### src/rtl/hera_boot_pkg.sv
// Shared definitions for the HERA serial program loader.
package hera_boot_pkg;

    localparam logic [7:0] SYNC_BYTE        = 8'hA5;
    localparam int         DEF_CLKS_PER_BIT = 434;

    // Loader frame-parsing states.
    typedef enum logic [2:0] {
        ST_WAIT_SYNC = 3'd0,
        ST_LEN_HI    = 3'd1,
        ST_LEN_LO    = 3'd2,
        ST_DATA_HI   = 3'd3,
        ST_DATA_LO   = 3'd4,
        ST_CSUM      = 3'd5,
        ST_DONE      = 3'd6,
        ST_ERR       = 3'd7
    } boot_state_e;

    // UART receiver bit-phase states.
    typedef enum logic [1:0] {
        RX_IDLE  = 2'd0,
        RX_START = 2'd1,
        RX_DATA  = 2'd2,
        RX_STOP  = 2'd3
    } rx_state_e;

    // Running frame checksum: 8-bit sum, wraps mod 256.
    function automatic logic [7:0] csum_add(input logic [7:0] sum, input logic [7:0] b);
        return sum + b;
    endfunction

endpackage

### src/rtl/hera_uart_rx.sv
// 8N1 UART receiver: 2-FF synchronizer, mid-bit sampling, glitch-filtered start.
module hera_uart_rx
    import hera_boot_pkg::*;
#(
    parameter int CLKS_PER_BIT = DEF_CLKS_PER_BIT
) (
    input  logic       clk,
    input  logic       rst,
    input  logic       rxd,
    output logic [7:0] rx_byte,
    output logic       rx_valid,
    output logic       rx_ferr
);

    localparam int              CNT_W   = $clog2(CLKS_PER_BIT) + 1;
    localparam logic [CNT_W-1:0] HALF_M1 = CNT_W'(CLKS_PER_BIT / 2 - 1);
    localparam logic [CNT_W-1:0] FULL_M1 = CNT_W'(CLKS_PER_BIT - 1);
    localparam logic [CNT_W-1:0] CNT_ONE = {{(CNT_W-1){1'b0}}, 1'b1};

    logic [1:0]       sync_q;
    logic             prev_q;
    logic             rx_s;
    rx_state_e        state_q, state_d;
    logic [CNT_W-1:0] cnt_q, cnt_d;
    logic [2:0]       bit_q, bit_d;
    logic [7:0]       shift_q, shift_d;
    logic [7:0]       byte_q, byte_d;
    logic             valid_q, valid_d;
    logic             ferr_q, ferr_d;

    assign rx_s     = sync_q[1];
    assign rx_byte  = byte_q;
    assign rx_valid = valid_q;
    assign rx_ferr  = ferr_q;

    // Synchronize the asynchronous line and keep one cycle of history for edge detection.
    always_ff @(posedge clk or negedge rst) begin
        if (!rst) begin
            sync_q <= 2'b11;
            prev_q <= 1'b1;
        end else begin
            sync_q <= {sync_q[0], rxd};
            prev_q <= sync_q[1];
        end
    end

    // Receiver state, bit timer, shift register and registered byte strobes.
    always_ff @(posedge clk or negedge rst) begin
        if (!rst) begin
            state_q <= RX_IDLE;
            cnt_q   <= '0;
            bit_q   <= 3'd0;
            shift_q <= 8'd0;
            byte_q  <= 8'd0;
            valid_q <= 1'b0;
            ferr_q  <= 1'b0;
        end else begin
            state_q <= state_d;
            cnt_q   <= cnt_d;
            bit_q   <= bit_d;
            shift_q <= shift_d;
            byte_q  <= byte_d;
            valid_q <= valid_d;
            ferr_q  <= ferr_d;
        end
    end

    // Bit-phase sequencing: start re-check at half bit, then one sample per bit period.
    always_comb begin
        state_d = state_q;
        cnt_d   = cnt_q;
        bit_d   = bit_q;
        shift_d = shift_q;
        byte_d  = byte_q;
        valid_d = 1'b0;
        ferr_d  = 1'b0;
        case (state_q)
            RX_IDLE: begin
                cnt_d = '0;
                if (prev_q && !rx_s) begin
                    state_d = RX_START;
                end else begin
                    state_d = RX_IDLE;
                end
            end
            RX_START: begin
                if (cnt_q == HALF_M1) begin
                    cnt_d = '0;
                    bit_d = 3'd0;
                    if (rx_s) begin
                        state_d = RX_IDLE;      // too short to be a start bit
                    end else begin
                        state_d = RX_DATA;
                    end
                end else begin
                    cnt_d = cnt_q + CNT_ONE;
                end
            end
            RX_DATA: begin
                if (cnt_q == FULL_M1) begin
                    cnt_d   = '0;
                    shift_d = {rx_s, shift_q[7:1]};
                    if (bit_q == 3'd7) begin
                        state_d = RX_STOP;
                    end else begin
                        bit_d = bit_q + 3'd1;
                    end
                end else begin
                    cnt_d = cnt_q + CNT_ONE;
                end
            end
            RX_STOP: begin
                if (cnt_q == FULL_M1) begin
                    cnt_d   = '0;
                    state_d = RX_IDLE;
                    if (rx_s) begin
                        valid_d = 1'b1;
                        byte_d  = shift_q;
                    end else begin
                        ferr_d = 1'b1;
                    end
                end else begin
                    cnt_d = cnt_q + CNT_ONE;
                end
            end
            default: begin
                state_d = RX_IDLE;
            end
        endcase
    end

endmodule

### src/rtl/hera_boot_loader.sv
// HERA program loader: parses a framed UART image, writes instruction memory,
// and releases the core reset once the checksum verifies.
module hera_boot_loader
    import hera_boot_pkg::*;
#(
    parameter int CLKS_PER_BIT = DEF_CLKS_PER_BIT,
    parameter int ADDR_W       = 10
) (
    input  logic              clk,
    input  logic              rst,
    input  logic              rxd,
    output logic [ADDR_W-1:0] prog_addr,
    output logic [15:0]       prog_data,
    output logic              prog_we,
    output logic              core_rst_n,
    output logic              done,
    output logic              err
);

    localparam logic [16:0]       MAX_LEN  = 17'd1 << ADDR_W;
    localparam logic [ADDR_W-1:0] ADDR_ONE = {{(ADDR_W-1){1'b0}}, 1'b1};

    logic [7:0]        rx_byte_s;
    logic              rx_valid_s;
    logic              rx_ferr_s;
    logic [16:0]       len_full_s;

    boot_state_e       state_q, state_d;
    logic [15:0]       len_q, len_d;
    logic [15:0]       wcnt_q, wcnt_d;
    logic [7:0]        sum_q, sum_d;
    logic [ADDR_W-1:0] addr_q, addr_d;
    logic [7:0]        hi_q, hi_d;
    logic [ADDR_W-1:0] prog_addr_q, prog_addr_d;
    logic [15:0]       prog_data_q, prog_data_d;
    logic              prog_we_q, prog_we_d;
    logic              done_q, err_q, core_rst_n_q;

    hera_uart_rx #(
        .CLKS_PER_BIT (CLKS_PER_BIT)
    ) u_rx (
        .clk      (clk),
        .rst      (rst),
        .rxd      (rxd),
        .rx_byte  (rx_byte_s),
        .rx_valid (rx_valid_s),
        .rx_ferr  (rx_ferr_s)
    );

    // Full length as it will be once the low byte is latched; one extra bit for the 2^ADDR_W case.
    assign len_full_s = {1'b0, len_q[15:8], rx_byte_s};

    assign prog_addr  = prog_addr_q;
    assign prog_data  = prog_data_q;
    assign prog_we    = prog_we_q;
    assign core_rst_n = core_rst_n_q;
    assign done       = done_q;
    assign err        = err_q;

    // Loader state, datapath and registered outputs.
    always_ff @(posedge clk or negedge rst) begin
        if (!rst) begin
            state_q      <= ST_WAIT_SYNC;
            len_q        <= 16'd0;
            wcnt_q       <= 16'd0;
            sum_q        <= 8'd0;
            addr_q       <= '0;
            hi_q         <= 8'd0;
            prog_addr_q  <= '0;
            prog_data_q  <= 16'd0;
            prog_we_q    <= 1'b0;
            done_q       <= 1'b0;
            err_q        <= 1'b0;
            core_rst_n_q <= 1'b0;
        end else begin
            state_q      <= state_d;
            len_q        <= len_d;
            wcnt_q       <= wcnt_d;
            sum_q        <= sum_d;
            addr_q       <= addr_d;
            hi_q         <= hi_d;
            prog_addr_q  <= prog_addr_d;
            prog_data_q  <= prog_data_d;
            prog_we_q    <= prog_we_d;
            done_q       <= (state_d == ST_DONE);
            err_q        <= (state_d == ST_ERR);
            core_rst_n_q <= (state_d == ST_DONE);
        end
    end

    // Frame parser: one byte per rx_valid; framing errors abort an in-progress frame.
    always_comb begin
        state_d     = state_q;
        len_d       = len_q;
        wcnt_d      = wcnt_q;
        sum_d       = sum_q;
        addr_d      = addr_q;
        hi_d        = hi_q;
        prog_addr_d = prog_addr_q;
        prog_data_d = prog_data_q;
        prog_we_d   = 1'b0;
        if (rx_ferr_s) begin
            if ((state_q != ST_WAIT_SYNC) && (state_q != ST_DONE)) begin
                state_d = ST_ERR;
            end else begin
                state_d = state_q;
            end
        end else if (rx_valid_s) begin
            case (state_q)
                ST_WAIT_SYNC, ST_ERR: begin
                    if (rx_byte_s == SYNC_BYTE) begin
                        state_d = ST_LEN_HI;
                        sum_d   = 8'd0;
                        addr_d  = '0;
                        wcnt_d  = 16'd0;
                    end else begin
                        state_d = state_q;
                    end
                end
                ST_LEN_HI: begin
                    len_d   = {rx_byte_s, len_q[7:0]};
                    sum_d   = csum_add(sum_q, rx_byte_s);
                    state_d = ST_LEN_LO;
                end
                ST_LEN_LO: begin
                    len_d = len_full_s[15:0];
                    sum_d = csum_add(sum_q, rx_byte_s);
                    if (len_full_s > MAX_LEN) begin
                        state_d = ST_ERR;
                    end else if (len_full_s == 17'd0) begin
                        state_d = ST_CSUM;
                    end else begin
                        state_d = ST_DATA_HI;
                    end
                end
                ST_DATA_HI: begin
                    hi_d    = rx_byte_s;
                    sum_d   = csum_add(sum_q, rx_byte_s);
                    state_d = ST_DATA_LO;
                end
                ST_DATA_LO: begin
                    prog_we_d   = 1'b1;
                    prog_addr_d = addr_q;
                    prog_data_d = {hi_q, rx_byte_s};
                    addr_d      = addr_q + ADDR_ONE;   // wraps after the top word; no write follows
                    wcnt_d      = wcnt_q + 16'd1;
                    sum_d       = csum_add(sum_q, rx_byte_s);
                    if ((wcnt_q + 16'd1) == len_q) begin
                        state_d = ST_CSUM;
                    end else begin
                        state_d = ST_DATA_HI;
                    end
                end
                ST_CSUM: begin
                    if (rx_byte_s == sum_q) begin
                        state_d = ST_DONE;
                    end else begin
                        state_d = ST_ERR;
                    end
                end
                ST_DONE: begin
                    state_d = ST_DONE;
                end
                default: begin
                    state_d = ST_WAIT_SYNC;
                end
            endcase
        end else begin
            state_d = state_q;
        end
    end

endmodule

### config.mk
export PLATFORM = sky130hd
export DESIGN_NAME = hera_boot_loader
export DESIGN_NICKNAME = d
export VERILOG_FILES = /design/src/rtl/hera_boot_pkg.sv /design/src/rtl/hera_uart_rx.sv /design/src/rtl/hera_boot_loader.sv
export SDC_FILE = /design/constraint.sdc
export NUM_CORES = 1
export LEC_CHECK = 0
export ABC_CLOCK_PERIOD_IN_PS = 5100
export CELL_PAD_IN_SITES_DETAIL_PLACEMENT = 0
export CELL_PAD_IN_SITES_GLOBAL_PLACEMENT = 1
export CORE_MARGIN = 2
export CORE_UTILIZATION = 51
export DETAILED_ROUTE_END_ITERATION = 10
export GPL_ROUTABILITY_DRIVEN = 0
export GPL_TIMING_DRIVEN = 0
export PLACE_DENSITY_LB_ADDON = 0.12
export SLEW_MARGIN = 0
export SYNTH_ARGS = -nofsm -noshare
export SYNTH_HDL_FRONTEND = slang
export SYNTH_SLANG_ARGS = --single-unit
### constraint.sdc
create_clock -name clk -period 5.1 [get_ports clk]
set_input_delay 1.02 -clock clk [delete_from_list [all_inputs] [get_ports clk]]
set_output_delay 1.02 -clock clk [all_outputs]
set_load 0.05 [all_outputs]
==> results.cfg <==
[cells_and_area]
final_nets = 732
layout-area-overhead-vs-synth_pct = 18.27
fillerInstances = 1013
diodes = 0
layoutNonFillerInstCount = 895
final_layout_size_suffix_gt1_share_pct = 12.79

[placed_design]
port_buffers = 32
place_inst = 863
dp_hpwl_mm = 10.10

[outcome]
status = finished, final reports clean

[synthesis]
postSynthRegisterBits = 126
post_synth_instance_area_um2 = 6354
syn_inst = 662
most_common_flop_cell_mapped_by_yosys = sky130_fd_sc_hd__dfrtp_1
synth.avg_cell_area_um2 = 9.598
synthesis.yosys.warnings = 0
synth_enable_flop_cells = 0
asyncSetResetFlopFracSynth_pct = 100.0
ys_types = 67
synth.yosys.seq_area_share_pct = 49.68
mappedNetlistNets = 680

[sta]
worst-slew-pin-transition_ns = 0.7201
finalSetupViolations = 0
final_min_period_over_clock_period_pct = 53.56
timing_max_transition_violations_final = 0
final-hold-violation-count = 0
finalCriticalPeriod_ns = 2.732
tns_ns = 0
clock.fmax_mhz = 366.1
timing.slew.headroom_pct = 51.73
fin_worst_skew_ns = 0.005448
setup_repair_after_global_routing_missed_its_margin = false

[cts]
numClockSinks = 126
clock_insertion_delay_worst_skew_ns = 0.42
h-tree-depth = 4
cts.repair_timing.setup_buffer_count = 0
cts-buffers-inserted = 17
cts-hold-fix-buffers = 0
tritoncts_clock_tree = yes
cts_buffer_depth = 2
clkTransAtPathRegs_ns = 0.06
postCtsResizedCells = 0
clk_root_buf = sky130_fd_sc_hd__clkbuf_16

[detailed_routing]
drcViolationCount = 0
drt_first_pass_iters = 5
routed_wl_mm = 14.95
first_iter_violations = 348
vias_per_cell = 5.632
route.detailed.wl_per_inst_um = 16.70
num_vias = 5041
final_antenna_net_count = 0

[global_routing]
grt_pass1_wl_mm = 24.96
groute.usage.overall_pct = 24.40
pin_count_of_the_biggest_net_entering_global_routing = 69
grt_remaining_overflow = 0
grt_antenna_before_repair = 0
first_global_vias = 4944

[die]
fp.coreArea_um2 = 12060
die_w_um = 115.6
initial_utilization_pct = 52.68
fp-row-count = 40
die_h_um = 115.6
design.die.area_um2 = 13370
ios = 33

[critical_path]
critPathRequiredTime_ns = 4.08
crit_path_start_kind = flop
max_stage_delay_ns = 0.78
critical_path.slowest_cell = sky130_fd_sc_hd__clkdlybuf4s50_1
worst_path_maximum_fanout = 2
crit_type = reg2out
wp_data_arrival_ns = 1.71
endpoint_kind = output port
timing.critical_path.cells = buf_4 > clkdlybuf4s50_1

[power]
irDropWorstVdd_uv = 222.6
pwr_density_cell_nw_per_um2 = 302.6
power.static_leakage_nw = 3.492
fin_total_pwr_mw = 2.274

[min_path]
hold_path.class = reg2reg

[job]
timing.max_cap.violations = 0
placed cells by master (no fill, tap or decap), types with 15 or more instances in the layout:
cell	instances
sky130_fd_sc_hd__and3_1	15
sky130_fd_sc_hd__clkbuf_1	22
sky130_fd_sc_hd__clkbuf_16	17
sky130_fd_sc_hd__clkdlybuf4s50_1	31
sky130_fd_sc_hd__dfrtp_1	123
sky130_fd_sc_hd__inv_1	19
sky130_fd_sc_hd__mux2_2	31
sky130_fd_sc_hd__nand2_1	132
sky130_fd_sc_hd__nor2_1	46
sky130_fd_sc_hd__o21ai_0	55
sky130_fd_sc_hd__xor2_1	15
worst max-delay path: cells and delay by family (launching register included):
kind	cells	cell delay (ns)
buffers and inverters	2	0.90
flip-flops	1	0.38
metrics by stage:
step | setup slack (ns) | instance area (µm²) | util [%] | hold WS (ns)
6_report | 2.368 | 7515 | 62.30 | 0.3582
5_1_grt | 2.236 | 7515 | 62.30 | 0.3639
4_1_cts | 2.344 | 7515 | 62.30 | 0.3583
3_5_place_dp | 2.510 | 6913 | 57.31 | 0.3493
3_3_place_gp | -1.898 | 6884 | 57.07 | 0.3472
2_1_floorplan | 2.979 | 6354 | - | 0.3452
power by group:
group	leakage (nW)	internal, mW	switching, mW
clock network	0.295	0.736	0.496
registers	1.75	1.00	0.00394
logic	1.45	0.00755	0.0260
routing by layer:
layer / up-vias / GRT usage, % / share of wire [%]
met3: 17 / 6.172 / 4.2
met4: 0 / 8.095 / 1.4
met5: - / 0 / 0
met2: 120 / 37.93 / 47
met1: 2474 / 33.76 / 48
li1: 2430 / - / -
logic make-up (layout without fill, tap and decap cells):
kind of cell	count (synthesis)	in the layout	synth area share, %
fa+ha+maj	15	15	3.072
flops	126	126	49.68
xor+xnor	29	29	4.234
simple gates	282	282	21.47
mux	34	34	5.967
compound gates	122	122	12.09
buf+inv	54	119	3.486
cell usage after synthesis, types with 4 or more instances:
| cell type | instances | area, µm² |
|---|---|---|
| sky130_fd_sc_hd__nand2_1 | 132 | 495.5 |
| sky130_fd_sc_hd__dfrtp_1 | 123 | 3078 |
| sky130_fd_sc_hd__o21ai_0 | 55 | 275.3 |
| sky130_fd_sc_hd__nor2_1 | 46 | 172.7 |
| sky130_fd_sc_hd__mux2_2 | 31 | 349.1 |
| sky130_fd_sc_hd__clkbuf_1 | 22 | 82.58 |
| sky130_fd_sc_hd__inv_1 | 19 | 71.32 |
| sky130_fd_sc_hd__and3_1 | 15 | 93.84 |
| sky130_fd_sc_hd__xor2_1 | 15 | 131.4 |
| sky130_fd_sc_hd__ha_1 | 14 | 175.2 |
| sky130_fd_sc_hd__nand3_1 | 14 | 70.07 |
| sky130_fd_sc_hd__a21oi_1 | 13 | 65.06 |
| sky130_fd_sc_hd__xnor2_1 | 13 | 113.9 |
| sky130_fd_sc_hd__nand4_1 | 12 | 75.07 |
| sky130_fd_sc_hd__nor3_1 | 10 | 50.05 |
| sky130_fd_sc_hd__buf_2 | 9 | 45.04 |
| sky130_fd_sc_hd__o41ai_1 | 9 | 78.83 |
| sky130_fd_sc_hd__nor2b_1 | 7 | 43.79 |
| sky130_fd_sc_hd__nor4_1 | 7 | 43.79 |
| sky130_fd_sc_hd__o22ai_1 | 7 | 43.79 |
| sky130_fd_sc_hd__nand2b_1 | 5 | 31.28 |
| sky130_fd_sc_hd__nor3b_1 | 5 | 37.54 |
| sky130_fd_sc_hd__or3_1 | 5 | 31.28 |
| sky130_fd_sc_hd__a31oi_1 | 4 | 25.02 |
| sky130_fd_sc_hd__o31ai_1 | 4 | 30.03 |
area by class of cell:
type                    instances  area [µm²]  area share (%)
inverters                      19       71.32          0.9491
flip-flops and latches        126        3157           42.01
repair buffers                 33       349.1           4.645
clock buffers                  17       425.4           5.661
well taps                     168       210.2           2.797
multi-input cells             482        2975           39.59
clock inverters                15       176.4           2.348
plain buffers                  35       150.1           1.998
final timing paths:
path                                       end  slack, ns  cells past startpoint       startpoint
worst max-delay path                      done       2.37                      2       core_rst_n
worst min-delay path            u_rx.sync_q[1]       0.36                      0   u_rx.sync_q[0]
worst max register to register       wcnt_q[7]       2.44                      7  u_rx.rx_byte[3]
worst min register to register  u_rx.sync_q[1]       0.36                      0   u_rx.sync_q[0]
max in group asynchronous          u_rx.prev_q       3.78                      2              rst
min in group asynchronous           wcnt_q[15]       0.56                      1              rst
flip-flops by register name, summed over array words and instances, names as in the netlist, named ones only:
| signal | cells |
|---|---|
| prog_addr | 10 |
| u_rx.shift_q | 8 |
| u_rx.prev_q | 1 |
| prog_we | 1 |
| u_rx.bit_q | 3 |
| u_rx.cnt_q | 10 |
| len_q | 16 |
| u_rx.rx_ferr | 1 |
| prog_data | 16 |
| u_rx.state_q | 1 |
| hi_q | 8 |
| core_rst_n | 1 |
| sum_q | 8 |
| wcnt_q | 16 |
| u_rx.rx_valid | 1 |
| u_rx.sync_q | 2 |
| state_q | 3 |
| u_rx.rx_byte | 8 |
| err | 1 |
| addr_q | 10 |
No activity file was read; power rests on OpenSTA's default activity.
==> variant 1 (config.mk and constraints unchanged) <==
`ADDR_W`: 10 -> 11.
--- a/src/rtl/hera_boot_loader.sv
+++ b/src/rtl/hera_boot_loader.sv
@@ -4,7 +4,7 @@
     import hera_boot_pkg::*;
 #(
     parameter int CLKS_PER_BIT = DEF_CLKS_PER_BIT,
-    parameter int ADDR_W       = 10
+    parameter int ADDR_W       = 11
 ) (
     input  logic              clk,
     input  logic              rst,
Interface: changed (resized prog_addr); port bits go from 33 to 34. No check against the original RTL was run, so the function may have changed too.
==> variant 1 against the unedited design <==
  * Sequential cell count increased by 2
  * Synthesized area is 0.53% higher
  * Synthesized cell count up 1.7%
  * Wire length is 0.91% higher
  * Worst setup slack better by 66 ps
  * Cell area increased by 0.52%
  * Maximum frequency increased by 2.5%
Power is not compared: it rests on default switching activity, and its combinational part moved more than twofold at a synthesized area within 25%.
==> variant 1: results (changes against the unedited design) <==
Final #Nets: 744 (+1.6%)
Fin crit period: 2670 ps (-66.4 ps)
Largest net degree at the start of global routing: 71 (+2.9%)
Met2 WL post-DR: 7.46 mm (+7.1%)
Least-Margin Pin Slew: 966 ps (+246 ps)
Status: completed
DP Wirelength: 10.5 mm (+4.2%)
Grt met1 use: 31.9% (-1.8 points)
Hold WS: 360 ps (+2.17 ps)
Worst reg2reg setup slack: 2480 ps (+40 ps)
GR Util met2: 38.9% (+0.94 points)
Netlist cell types: 63 (-6.0%)
First-pass GRT wire length: 24.7 mm (-1.0%)
Overall Power: 2360 uW
Sequential area share after synthesis: 50.2% (+0.52 points)
Share of cells above drive strength 1: 10.6% (-2.2 points)
Reg2reg start: state_q[1]
Worst Clk Skew: 9.81 ps (+4.36 ps)
Compound-Gate Fraction of Synth Area: 11.9% (-0.14 points)
Post-synth top cells: 131 x nand2_1, 125 x dfrtp_1, 63 x o21ai_0
Global-route usage over all layers: 23.9% (-0.51 points)
Post-synthesis mux area share: 4.86% (-1.1 points)
Top area cells in the synthesized netlist: dfrtp_1 49%, nand2_1 7.7%, o21ai_0 4.9%, mux2_2 4.2%, nand3_1 3.2%
Routed wire length: 15.1 mm (+0.91%)
Vias per inst: 5.59 (-0.77%)
Adder-Cell Fraction of Synth Area: 3.06% (-0.016 points)
Syn Area/Cell: 9.49 sq um (-1.1%)
Vias in the first global route: 4925 (-0.38%)
Met3 WL: 570 um (-9.4%)
Synthesized Nets: 691 (+1.6%)
[variant 1: cell count changes in the layout (fill, tap and decap cells not counted), moves of 4 or more]
cell,before,now
inv_1,19,25
mux2_2,31,24
nand3_1,14,41
nand4_1,12,8
nor2_1,46,40
o21ai_0,55,63
o22ai_1,7,1
o41ai_1,9,2
[variant 1: worst max-delay path: cells and delay by family, from the launching register on]
kind,cells,cell delay [ps]
buffers and inverters,2,880
DFF,1,340
[variant 1: logic make-up after synthesis]
logic type	after synthesis
DFF	128
xor gates and xnor gates	34
adders and majority gates	15
AOI/OAI and AO/OA	123
and+or+nand+nor	289
buffers and inverters	56
muxes	28
[variant 1: final cells by class]
type,instances,area [sq um],share of cell area [%]
Tap cell,168,210,2.78
Timing Repair Buffer,34,359,4.75
Clock inverter,14,158,2.09
Multi-Input combinational cell,489,2950,39.1
Clock buffer,18,439,5.81
Sequential cell,128,3210,42.5
Buffer,30,131,1.74
Inverter,26,97.6,1.29
==> variant 2 (same flow settings) <==
Without the edit above. Remove the register `done_q`: a continuous assignment takes its place, so the output `done` follows one clock earlier.
--- a/src/rtl/hera_boot_loader.sv
+++ b/src/rtl/hera_boot_loader.sv
@@ -69,7 +69,6 @@
             prog_addr_q  <= '0;
             prog_data_q  <= 16'd0;
             prog_we_q    <= 1'b0;
-            done_q       <= 1'b0;
             err_q        <= 1'b0;
             core_rst_n_q <= 1'b0;
         end else begin
@@ -82,11 +81,12 @@
             prog_addr_q  <= prog_addr_d;
             prog_data_q  <= prog_data_d;
             prog_we_q    <= prog_we_d;
-            done_q       <= (state_d == ST_DONE);
             err_q        <= (state_d == ST_ERR);
             core_rst_n_q <= (state_d == ST_DONE);
         end
     end
+
+    assign done_q = (state_d == ST_DONE);
 
     // Frame parser: one byte per rx_valid; framing errors abort an in-progress frame.
     always_comb begin
Behaviour: same outputs for any inputs over 10 cycles, from zero or initial values and one cycle with rst low; that may be too few to reach the edited logic, so the function may still have changed.
==> variant 2 against the unedited design <==
  * Cell area down 2.8%
  * Global-route usage down 0.82 points
  * Via count down 8.3%
  * Maximum frequency down 44%
  * Synthesized area down 4.0%
  * Wire length down 7.4%
  * Largest cell class unchanged
  * Clock power up 9.8%
  * First-iteration DRC count up 2.6%
  * Sequential cell count unchanged
  * Highest routed layer unchanged
  * Die area down 3.9%
  * Worst setup slack worse by 2100 ps
  * Power up 5.2%
  * Register-to-register slack worse by 280 ps
  * Hold slack worse by 3.0 ps
==> variant 2: results (changes against the unedited design) <==
Worst reg2reg setup slack: 2160 ps (-280 ps)
Peak supply drop: 251 uV (+13%)
Slew margin rel.: 39.2% (-13 points)
Warnings from Yosys: 0 (unchanged)
Crit path kind: register to primary output
Hold WS: 355 ps (-3.04 ps)
Cells after synthesis: 614 (-7.3%)
Worst r2r path cells: 8 (+1)
Setup Fix Bufs, Post-CTS: 0 (unchanged)
Post-synth top cells: 123 x dfrtp_1, 117 x nand2_1, 54 x o21ai_0
Largest net degree at the start of global routing: 66 (-4.3%)
Synth top area share: 50.5% (+2.0 points)
Placed cell count: 790 (-8.5%)
Vias in the first global route: 4776 (-3.4%)
Vias: 4622 (-8.3%)
Top area cells in the synthesized netlist: dfrtp_1 50%, nand2_1 7.2%, mux2_2 7.0%, o21ai_0 4.4%, ha_1 2.9%
Critical path data arrival time: 3830 ps (+2120 ps)
Final #Nets: 684 (-6.6%)
CP endpoint: done
Share of cells above drive strength 1: 12.7% (-0.13 points)
Worst-path maximum fanout: 7 (+5)
Status: completed
First-pass GRT wire length: 23.6 mm (-5.4%)
Netlist cell types: 56 (-16%)
Pleak: 0.00348 uW (-0.35%)
Synthesized Nets: 632 (-7.1%)
Worst setup startpoint: wcnt_q[0]
Placed Area: 6630 sq um (-4.1%)
Wire per inst: 16.8 um (+0.81%)
Sequential area share after synthesis: 51.8% (+2.1 points)
Iteration-0 DRC Markers: 357 (+2.6%)
Clock Path Buffers: 2 (unchanged)
Reg2reg start: u_rx.rx_byte[4]
Initial antenna violation count: 0 (unchanged)
Routed wire length: 13.8 mm (-7.4%)
Global-route usage over all layers: 23.6% (-0.82 points)
Worst Clk Skew: 10.3 ps (+4.90 ps)
DP Wirelength: 9.46 mm (-6.4%)
[variant 2: metal layers]
layer	vias to the layer above	global-route usage, %	wire (um)	share of wire (%)
met2	79	38.8	6870	50
met5	-	0	0	0
met4	0	7.72	239	1.7
met1	2281	30.4	6250	45
met3	20	6.37	486	3.5
li1	2242	-	-	-
[variant 2: critical path, stage by stage (launching register included)]
cell             delay (ps)
dfrtp_1                 480
ha_1                    300
nand3_1                 260
nor3_1                  260
a31oi_1                  70
or4_1                   440
or4_4                   580
a31oi_1                 230
nor2_1                   80
clkdlybuf4s50_1         710
[variant 2: final cells by class]
| cell class | count | area, sq um |
|---|---|---|
| Buffer | 23 | 88.8 |
| Multi-Input combinational cell | 451 | 2820 |
| Sequential cell | 126 | 3160 |
| Clock inverter | 12 | 209 |
| Clock buffer | 20 | 457 |
| Fill cell | 962 | 4260 |
| Inverter | 14 | 52.6 |
| Timing Repair Buffer | 33 | 349 |
| Tap cell | 143 | 179 |
[variant 2: kinds of logic after synthesis]
logic type      Yosys count  synth area share, %
simple gates            261                 20.4
compound gates           97                 9.46
flops                   126                 51.8
fa+ha+maj                15                 3.20
xor+xnor                 37                 5.31
mux                      41                 7.51
buf+inv                  37                 2.32
[variant 2: repair_timing]
item	CTS	global route
setup endpoints to repair	1	1
pin swaps	0	0
resized for setup	1	1
[variant 2: stage by stage]
stage / utilization, % / setup WS (ps)
finish: 63.2 / 249
global route: 63.2 / 1.24
global placement: 57.0 / -1880
detailed placement: 57.3 / 420
floorplan: - / 1430
CTS: 63.1 / 149
[variant 2: power breakdown]
part           internal, uW  leakage (uW)  switching, uW  total [uW]
clock                   897      0.000317            452        1350
sequential             1000       0.00175           4.44        1010
combinational          7.32       0.00141           26.0        33.3
